### src/rtl/mac_seq_pkg.sv
// -----------------------------------------------------------------------------
// mac_seq_pkg
// Shared definitions for the MAC dot-product sequencer:
//   - default operand / accumulator / term-counter widths and FIFO depth
//   - sequencer FSM state encoding
// -----------------------------------------------------------------------------
package mac_seq_pkg;

    localparam int DEF_DATA_W     = 4;  // operand width, matches MAC a/b
    localparam int DEF_ACC_W      = 8;  // accumulator / result width
    localparam int DEF_FIFO_DEPTH = 4;  // operand FIFO entries (power of two, >= 2)
    localparam int DEF_CNT_W      = 4;  // term counter width (saturating)

    // RUN   : pop operand pairs from the FIFO and issue them to the MAC
    // DRAIN : last term issued; MAC holds the full sum, wait for output slot
    // CLEAR : pulse mac_clr so the MAC starts the next vector from zero
    typedef enum logic [1:0] {
        ST_RUN   = 2'd0,
        ST_DRAIN = 2'd1,
        ST_CLEAR = 2'd2
    } state_e;

endpackage : mac_seq_pkg

### src/rtl/mac_seq_fifo.sv
// -----------------------------------------------------------------------------
// mac_seq_fifo
// Synchronous FIFO holding operand pairs {last, a, b} for the sequencer.
// No write-to-read bypass: an entry written at edge k is readable in cycle k+1.
// Read data is the current head (show-ahead); rd_en_i pops it.
// A write while full is dropped, so callers gate writes with !full_o.
//
// Ports
//   clk_i      in   1      rising-edge clock
//   rst_i      in   1      asynchronous active-high reset (empties the FIFO)
//   wr_en_i    in   1      push request
//   wr_data_i  in   WIDTH  push data
//   rd_en_i    in   1      pop request (ignored when empty)
//   rd_data_o  out  WIDTH  head entry
//   full_o     out  1      no free entry
//   empty_o    out  1      no valid entry
// -----------------------------------------------------------------------------
module mac_seq_fifo #(
    parameter int WIDTH = 9,
    parameter int DEPTH = 4
) (
    input  logic             clk_i,
    input  logic             rst_i,
    input  logic             wr_en_i,
    input  logic [WIDTH-1:0] wr_data_i,
    input  logic             rd_en_i,
    output logic [WIDTH-1:0] rd_data_o,
    output logic             full_o,
    output logic             empty_o
);

    localparam int AW = $clog2(DEPTH);
    localparam logic [AW:0] PTR_ONE = {{AW{1'b0}}, 1'b1};

    logic [WIDTH-1:0] mem_q [DEPTH];
    // Pointers carry one wrap bit above the index so full and empty differ.
    logic [AW:0]      wr_ptr_q, wr_ptr_d;
    logic [AW:0]      rd_ptr_q, rd_ptr_d;
    logic             do_wr;
    logic             do_rd;

    assign empty_o = (wr_ptr_q == rd_ptr_q);
    assign full_o  = (wr_ptr_q[AW] != rd_ptr_q[AW]) &&
                     (wr_ptr_q[AW-1:0] == rd_ptr_q[AW-1:0]);

    assign do_wr = wr_en_i && !full_o;
    assign do_rd = rd_en_i && !empty_o;

    assign rd_data_o = mem_q[rd_ptr_q[AW-1:0]];

    // NOTE: every signal written in always_comb gets a default first, so no latch is inferred.
    always_comb begin
        wr_ptr_d = wr_ptr_q;
        rd_ptr_d = rd_ptr_q;
        if (do_wr) wr_ptr_d = wr_ptr_q + PTR_ONE;
        if (do_rd) rd_ptr_d = rd_ptr_q + PTR_ONE;
    end

    // NOTE: clocked state uses non-blocking assignments so every flop samples pre-edge values.
    always_ff @(posedge clk_i or posedge rst_i) begin
        if (rst_i) begin
            wr_ptr_q <= '0;
            rd_ptr_q <= '0;
        end else begin
            wr_ptr_q <= wr_ptr_d;
            rd_ptr_q <= rd_ptr_d;
        end
    end

    // NOTE: the storage array is deliberately not reset; the pointers alone define which entries are valid.
    always_ff @(posedge clk_i) begin
        if (do_wr) mem_q[wr_ptr_q[AW-1:0]] <= wr_data_i;
    end

endmodule : mac_seq_fifo

### src/rtl/mac_dot_sequencer.sv
// -----------------------------------------------------------------------------
// mac_dot_sequencer
// Feeder/controller for an external 4-bit accumulate MAC. Operand pairs are
// buffered in a FIFO, issued one per cycle to the MAC, and when the pair
// flagged last has been accumulated the MAC result is captured into a
// valid/ready output register. The MAC is then cleared for the next vector.
//
// Configuration macro
//   MAC_SEQ_OVF_EN  defined  : sticky MAC carry-out tracking drives res_ovf_o
//                   undefined: res_ovf_o is always 0, mac_cout_i is ignored
//
// Ports
//   clk_i         in   1       rising-edge clock
//   rst_i         in   1       asynchronous active-high reset
//   in_valid_i    in   1       operand pair valid
//   in_ready_o    out  1       FIFO not full
//   in_a_i        in   DATA_W  multiplicand
//   in_b_i        in   DATA_W  multiplier
//   in_last_i     in   1       pair is the final term of the vector
//   mac_a_o       out  DATA_W  MAC a (0 when not issuing)
//   mac_b_o       out  DATA_W  MAC b (0 when not issuing)
//   mac_cin_o     out  1       MAC carry-in, constant 0
//   mac_clr_o     out  1       registered clear pulse, ORed into MAC reset
//   mac_result_i  in   ACC_W   MAC accumulator
//   mac_cout_i    in   1       MAC adder carry-out
//   res_valid_o   out  1       dot-product result valid
//   res_ready_i   in   1       consumer accepts result
//   res_data_o    out  ACC_W   dot product mod 2**ACC_W
//   res_terms_o   out  CNT_W   number of terms (saturating)
//   res_ovf_o     out  1       accumulator wrapped during the vector
//
// Timing: last term issued in cycle c -> result valid from cycle c+2,
// MAC cleared in cycle c+2, next vector's first pop no earlier than c+3.
// -----------------------------------------------------------------------------
module mac_dot_sequencer
    import mac_seq_pkg::*;
#(
    parameter int DATA_W     = DEF_DATA_W,
    parameter int ACC_W      = DEF_ACC_W,
    parameter int FIFO_DEPTH = DEF_FIFO_DEPTH,
    parameter int CNT_W      = DEF_CNT_W
) (
    input  logic              clk_i,
    input  logic              rst_i,
    input  logic              in_valid_i,
    output logic              in_ready_o,
    input  logic [DATA_W-1:0] in_a_i,
    input  logic [DATA_W-1:0] in_b_i,
    input  logic              in_last_i,
    output logic [DATA_W-1:0] mac_a_o,
    output logic [DATA_W-1:0] mac_b_o,
    output logic              mac_cin_o,
    output logic              mac_clr_o,
    input  logic [ACC_W-1:0]  mac_result_i,
    input  logic              mac_cout_i,
    output logic              res_valid_o,
    input  logic              res_ready_i,
    output logic [ACC_W-1:0]  res_data_o,
    output logic [CNT_W-1:0]  res_terms_o,
    output logic              res_ovf_o
);

    localparam int               ENTRY_W = 2 * DATA_W + 1;
    localparam logic [CNT_W-1:0] CNT_MAX = '1;
    localparam logic [CNT_W-1:0] CNT_ONE = {{(CNT_W-1){1'b0}}, 1'b1};

    state_e              state_q, state_d;

    logic [ENTRY_W-1:0]  fifo_wdata;
    logic [ENTRY_W-1:0]  fifo_rdata;
    logic                fifo_full;
    logic                fifo_empty;
    logic                head_last;
    logic [DATA_W-1:0]   head_a;
    logic [DATA_W-1:0]   head_b;
    logic                pop;
    logic                res_load;
    logic                ovf_flag;

    logic [CNT_W-1:0]    cnt_q, cnt_d;
    logic                mac_clr_q, mac_clr_d;
    logic                res_valid_q, res_valid_d;
    logic [ACC_W-1:0]    res_data_q, res_data_d;
    logic [CNT_W-1:0]    res_terms_q, res_terms_d;
    logic                res_ovf_q, res_ovf_d;

    // ---------------------------------------------------------------------
    // Operand FIFO
    // ---------------------------------------------------------------------
    assign fifo_wdata = {in_last_i, in_a_i, in_b_i};
    assign {head_last, head_a, head_b} = fifo_rdata;

    mac_seq_fifo #(
        .WIDTH (ENTRY_W),
        .DEPTH (FIFO_DEPTH)
    ) u_fifo (
        .clk_i     (clk_i),
        .rst_i     (rst_i),
        .wr_en_i   (in_valid_i),
        .wr_data_i (fifo_wdata),
        .rd_en_i   (pop),
        .rd_data_o (fifo_rdata),
        .full_o    (fifo_full),
        .empty_o   (fifo_empty)
    );

    // Full blocks input even if a pop happens in the same cycle.
    assign in_ready_o = !fifo_full;

    // Pops only happen in RUN; DRAIN and CLEAR issue zero operands so the
    // MAC accumulator stays put while the result waits for its slot.
    assign pop = (state_q == ST_RUN) && !fifo_empty;

    // The output register may load when it is empty or being emptied now.
    assign res_load = (state_q == ST_DRAIN) && (!res_valid_q || res_ready_i);

    assign mac_a_o   = pop ? head_a : '0;
    assign mac_b_o   = pop ? head_b : '0;
    assign mac_cin_o = 1'b0;
    assign mac_clr_o = mac_clr_q;

    // ---------------------------------------------------------------------
    // FSM next state, term counter and clear pulse
    // ---------------------------------------------------------------------
    always_comb begin
        state_d = state_q;
        cnt_d   = cnt_q;
        unique case (state_q)
            ST_RUN: begin
                if (pop) begin
                    if (cnt_q != CNT_MAX) cnt_d = cnt_q + CNT_ONE;
                    if (head_last) state_d = ST_DRAIN;
                end
            end
            ST_DRAIN: begin
                if (res_load) state_d = ST_CLEAR;
            end
            ST_CLEAR: begin
                cnt_d   = '0;
                state_d = ST_RUN;
            end
            default: state_d = ST_RUN;
        endcase
        // Registered so the pulse is glitch-free while it sits on MAC reset.
        mac_clr_d = (state_d == ST_CLEAR);
    end

    // ---------------------------------------------------------------------
    // Result output register
    // ---------------------------------------------------------------------
    always_comb begin
        res_valid_d = res_valid_q;
        res_data_d  = res_data_q;
        res_terms_d = res_terms_q;
        res_ovf_d   = res_ovf_q;
        if (res_valid_q && res_ready_i) res_valid_d = 1'b0;
        // A reload on the handshake edge takes priority over the drop.
        if (res_load) begin
            res_valid_d = 1'b1;
            res_data_d  = mac_result_i;
            res_terms_d = cnt_q;
            res_ovf_d   = ovf_flag;
        end
    end

    // ---------------------------------------------------------------------
    // Sticky accumulator-overflow flag (optional)
    // ---------------------------------------------------------------------
`ifdef MAC_SEQ_OVF_EN
    logic ovf_q, ovf_d;

    // Carry-out is only meaningful while a product is being added or the
    // MAC is idling on its final sum; bubbles in RUN add zero anyway.
    always_comb begin
        ovf_d = ovf_q;
        if (pop || (state_q == ST_DRAIN)) ovf_d = ovf_q | mac_cout_i;
        if (state_q == ST_CLEAR)          ovf_d = 1'b0;
    end

    always_ff @(posedge clk_i or posedge rst_i) begin
        if (rst_i) ovf_q <= 1'b0;
        else       ovf_q <= ovf_d;
    end

    assign ovf_flag = ovf_q;
`else
    logic unused_cout;
    assign unused_cout = mac_cout_i;
    assign ovf_flag    = 1'b0;
`endif

    // ---------------------------------------------------------------------
    // State registers
    // ---------------------------------------------------------------------
    always_ff @(posedge clk_i or posedge rst_i) begin
        if (rst_i) begin
            state_q     <= ST_RUN;
            cnt_q       <= '0;
            // Held high through reset so the MAC leaves reset already cleared.
            mac_clr_q   <= 1'b1;
            res_valid_q <= 1'b0;
            res_data_q  <= '0;
            res_terms_q <= '0;
            res_ovf_q   <= 1'b0;
        end else begin
            state_q     <= state_d;
            cnt_q       <= cnt_d;
            mac_clr_q   <= mac_clr_d;
            res_valid_q <= res_valid_d;
            res_data_q  <= res_data_d;
            res_terms_q <= res_terms_d;
            res_ovf_q   <= res_ovf_d;
        end
    end

    assign res_valid_o = res_valid_q;
    assign res_data_o  = res_data_q;
    assign res_terms_o = res_terms_q;
    assign res_ovf_o   = res_ovf_q;

endmodule : mac_dot_sequencer

### config.mk
export PLATFORM = sky130hd
export DESIGN_NAME = mac_dot_sequencer
export DESIGN_NICKNAME = d
export VERILOG_FILES = /design/src/rtl/mac_seq_pkg.sv /design/src/rtl/mac_seq_fifo.sv /design/src/rtl/mac_dot_sequencer.sv
export SDC_FILE = /design/constraint.sdc
export NUM_CORES = 1
export LEC_CHECK = 0
export CORE_UTILIZATION = 45
export DETAILED_ROUTE_END_ITERATION = 10
export PLACE_DENSITY = 0.77
export SYNTH_ARGS = -nofsm -noshare
export SYNTH_HDL_FRONTEND = slang
export SYNTH_SLANG_ARGS = --single-unit
### constraint.sdc
create_clock -name clk_i -period 1.71 [get_ports clk_i]
set_clock_uncertainty 0.2 [all_clocks]
set_input_delay 0.342 -clock clk_i [delete_from_list [all_inputs] [get_ports clk_i]]
set_output_delay 0.342 -clock clk_i [all_outputs]
set_load 0.005 [all_outputs]
==> results.py, run 1 <==
metrics = {
    "grt": {
        "busiest_layer": "met2",
        "grt_pass1_wl_um": 9390,
        "use_met3_pct": 6.16,
        "grt_usage_pct": 21.3,
        "gr-total-overflow": 0,
        "grtUsageMet2_pct": 37.3,
        "grt_use_met1_pct": 24.7,
        "grt_max_degree": 27,
        "grt_antenna_before_repair": 0,
        "grt_pass1_vias": 1797,
    },
    "layout": {
        "area_growth_pct": 48.5,
        "drive_above_1_share_pct": 49.2,
        "fin_nets": 273,
        "insertedDiodeCount": 0,
        "multiInputGateArea_um2": 995,
        "final_cells": 322,
        "seq_area_um2": 1730,
        "fill_cells": 358,
    },
    "setup_path": {
        "end_kind": "output pin",
        "cpLargestDelayFamily": "multiplexers",
        "worstSetupStartpointType": "flip-flop",
        "ff2ff_path_depth": 9,
        "crit_type": "flip-flop to output pin",
        "worstReg2RegStart": "u_fifo.rd_ptr_q[0]",
        "worst-endpoint-required_ps": 1170,
        "path_common_cell": "buf_6",
        "path_cells": "buf_6 > buf_6 > mux4_2 > and3_4 > buf_6",
        "crit_arrival_ps": 1770,
        "r2r_end": "u_fifo.wr_ptr_q[1]",
        "cp_max_fo": 4,
        "reg2reg_slack_ps": -360,
        "slowest_delay_ps": 490,
        "slowest_stage": "mux4_2",
        "path_buf_inv": 3,
    },
    "timing": {
        "maxSlewViolCount": 0,
        "fmax_mhz": 432,
        "period_share_pct": 135,
        "fin_crit_ps": 2310,
        "grt_setup_unrepaired": "true",
        "timing.final.ws_setup_ps": -603,
        "finalSetupViolCount": 56,
        "finalHoldViolations": 0,
        "worst_hold_slack_ps": 157,
    },
    "die": {
        "start_util_pct": 47.1,
        "coreArea_um2": 5540,
        "core.rowCount": 27,
        "fp.dieW_um": 78.2,
        "io_pins": 47,
        "die_area_um2": 6110,
        "die_y_um": 78.2,
    },
    "run_status": {
        "violations": "setup timing",
        "outcome": "finished with violations",
    },
    "detailed_routing": {
        "vias_per_cell": 5.24,
        "postRouteAntennaNets": 0,
        "first_iter_violations": 95,
        "drt-pass1-iter-count": 4,
        "drc": 0,
        "num_vias": 1687,
        "wl_um": 6040,
        "wl_per_cell_um": 18.8,
    },
    "logic_synthesis": {
        "synthCells": 149,
        "async_reset_ff_share_pct": 41.9,
        "synth_area_um2": 2610,
        "ys_warn_count": 0,
        "avgSynthCellArea_um2": 17.5,
        "seq_area_frac_synth_pct": 66.4,
        "synth_edf_count": 36,
        "yosysUniqueCellTypes": 36,
        "yosys_register_bits": 62,
        "synth-main-ff-cell": "edfxtp_1",
    },
    "clocking": {
        "cts_tree": "done",
        "h-tree-depth": 3,
        "clock_path_buffers": 2,
        "clkSinkCount": 62,
        "cts_root_buf": "clkbuf_8",
        "clkTransAtPathRegs_ps": 70,
        "cts_buffers": 9,
        "clk_latency_ps": 340,
    },
    "run": {
        "drv_cap": 0,
    },
    "placement": {
        "gp_congestion": 0.870,
        "place_ws_ps": -527,
        "hpwl_um": 3450,
        "place_inst": 283,
        "port_buffers": 43,
    },
    "power_and_ir_drop": {
        "ir_drop_v": 0.00110,
        "p_leak_nw": 1.61,
        "power.density_nw_per_um2": 2160,
    },
    "min_path": {
        "worstHoldPathType": "input port to async pin",
    },
}
sequential cells by signal, indices dropped and copies added, names as in the netlist:
name	flops
u_fifo.wr_ptr_q	3
state_q	2
res_valid_o	1
mac_clr_o	1
res_data_o	8
res_terms_o	4
u_fifo.mem_q	36
u_fifo.rd_ptr_q	3
cnt_q	4
worst max path at each step:
stage | start | depth (start not counted) | to | slack, ps
floorplan | u_fifo.rd_ptr_q[0] | 3 | mac_a_o[0] | -90
detailed placement | u_fifo.rd_ptr_q[0] | 4 | mac_b_o[0] | -530
finish | u_fifo.rd_ptr_q[0] | 5 | mac_a_o[0] | -600
global placement | u_fifo.rd_ptr_q[0] | 4 | mac_a_o[2] | -480
global route | u_fifo.rd_ptr_q[0] | 5 | mac_b_o[0] | -650
CTS | u_fifo.rd_ptr_q[0] | 5 | mac_a_o[1] | -600
worst min-delay path, stage by stage:
cell and delay (ps):
clkdlybuf4s50_1 390, inv_1 50, buf_4 310
per-layer routing:
metal | vias to the layer above | part of all wire [%]
li1 | 768 | -
met1 | 844 | 39
met2 | 59 | 53
met3 | 16 | 5.7
met4 | 0 | 3.0
met5 | - | 0
cells by family after synthesis:
family                     count (synthesis)  share of synthesized area (%)
AOI/OAI and AO/OA                          9                           3.07
xor gates and xnor gates                   7                           3.21
adders and majority gates                  6                           2.87
buffers and inverters                     11                           2.78
DFF                                       62                           66.4
muxes                                     23                           14.1
other                                      1                          0.144
and+or+nand+nor                           30                           7.47
synthesized netlist by cell type (2+ instances only):
master | number | area (µm²)
and3_1 | 15 | 93.8
buf_4 | 2 | 15.0
buf_6 | 3 | 33.8
dfrtp_1 | 25 | 626
edfxtp_1 | 36 | 1080
ha_1 | 6 | 75.1
inv_1 | 4 | 15.0
mux2_2 | 11 | 124
mux2_4 | 2 | 30.0
mux4_2 | 9 | 203
nand2_1 | 4 | 15.0
nand2b_1 | 2 | 12.5
nand3_1 | 2 | 10.0
nor3_1 | 2 | 10.0
xnor2_1 | 3 | 26.3
xnor2_2 | 3 | 48.8
cell type report:
class                   count  area share, %
well taps                  72           2.32
clock inverters             7           2.29
multi-input cells          81           25.6
flip-flops and latches     62           44.7
clock buffers               9           3.19
repair buffers             87           21.5
inverters                   4          0.387
what timing repair did:
action | 4_1_cts | 5_1_grt
endpoints found under the setup margin | 73 | 63
cloned | 4 | 0
pin swaps | 17 | 5
resized for setup | 88 | 11
hold buffers | 0 | 0
buffers inserted | 13 | 7
endpoints found under the hold margin | 0 | 0
power breakdown:
group | internal (mW) | switching [mW] | total (mW)
clock | 0.810 | 0.582 | 1.39
sequential | 2.12 | 0.270 | 2.39
combinational | 2.79 | 1.83 | 4.61
total | 5.72 | 2.68 | 8.40
layout by cell type (no fill, tap or decap), drive strengths merged, types with 2 or more instances in the layout:
| cell | count |
|---|---|
| nand3 | 3 |
| mux4 | 9 |
| conb | 2 |
| nand2b | 2 |
| inv | 4 |
| nand2 | 4 |
| bufinv | 2 |
| ha | 6 |
| nor3 | 2 |
| mux2 | 14 |
| nor2b | 2 |
| and3 | 19 |
| a31oi | 2 |
| dlygate4sd2 | 14 |
| edfxtp | 36 |
| clkdlybuf4s50 | 20 |
| dfrtp | 25 |
| clkbuf | 10 |
| clkinv | 4 |
| o21ai | 2 |
| buf | 52 |
| xnor2 | 6 |
metrics by stage:
| stage | total power, mW | TNS [ps] | utilization, % | cell area, µm² |
|---|---|---|---|---|
| detailed placement | 5.85 | -16440 | 59.9 | 3320 |
| CTS | 7.99 | -6840 | 68.5 | 3790 |
| global placement | 5.69 | -13230 | 59.9 | 3320 |
| finish | 8.40 | -18440 | 70.0 | 3880 |
| floorplan | 4.27 | -699 | - | 2660 |
| global route | 8.81 | -21180 | 70.0 | 3880 |
(Power assumes the default switching activity.)
==> run 2: changes to the inputs <==
--- a/config.mk
+++ b/config.mk
@@ -5,6 +5,7 @@
 export SDC_FILE = /design/constraint.sdc
 export NUM_CORES = 1
 export LEC_CHECK = 0
+export CAP_MARGIN = 15
 export CORE_UTILIZATION = 45
 export DETAILED_ROUTE_END_ITERATION = 10
 export PLACE_DENSITY = 0.77
==> results of run 2 <==
No change in the layout: final DEF, timing and power equal those of run 1.
==> run 3: changes to the inputs <==
--- a/config.mk
+++ b/config.mk
@@ -8,6 +8,7 @@
 export CAP_MARGIN = 15
 export CORE_UTILIZATION = 45
 export DETAILED_ROUTE_END_ITERATION = 10
+export HOLD_SLACK_MARGIN = 0.1
 export PLACE_DENSITY = 0.77
 export SYNTH_ARGS = -nofsm -noshare
 export SYNTH_HDL_FRONTEND = slang
==> results of run 3 <==
No change in the layout: final DEF, timing and power equal those of run 1.
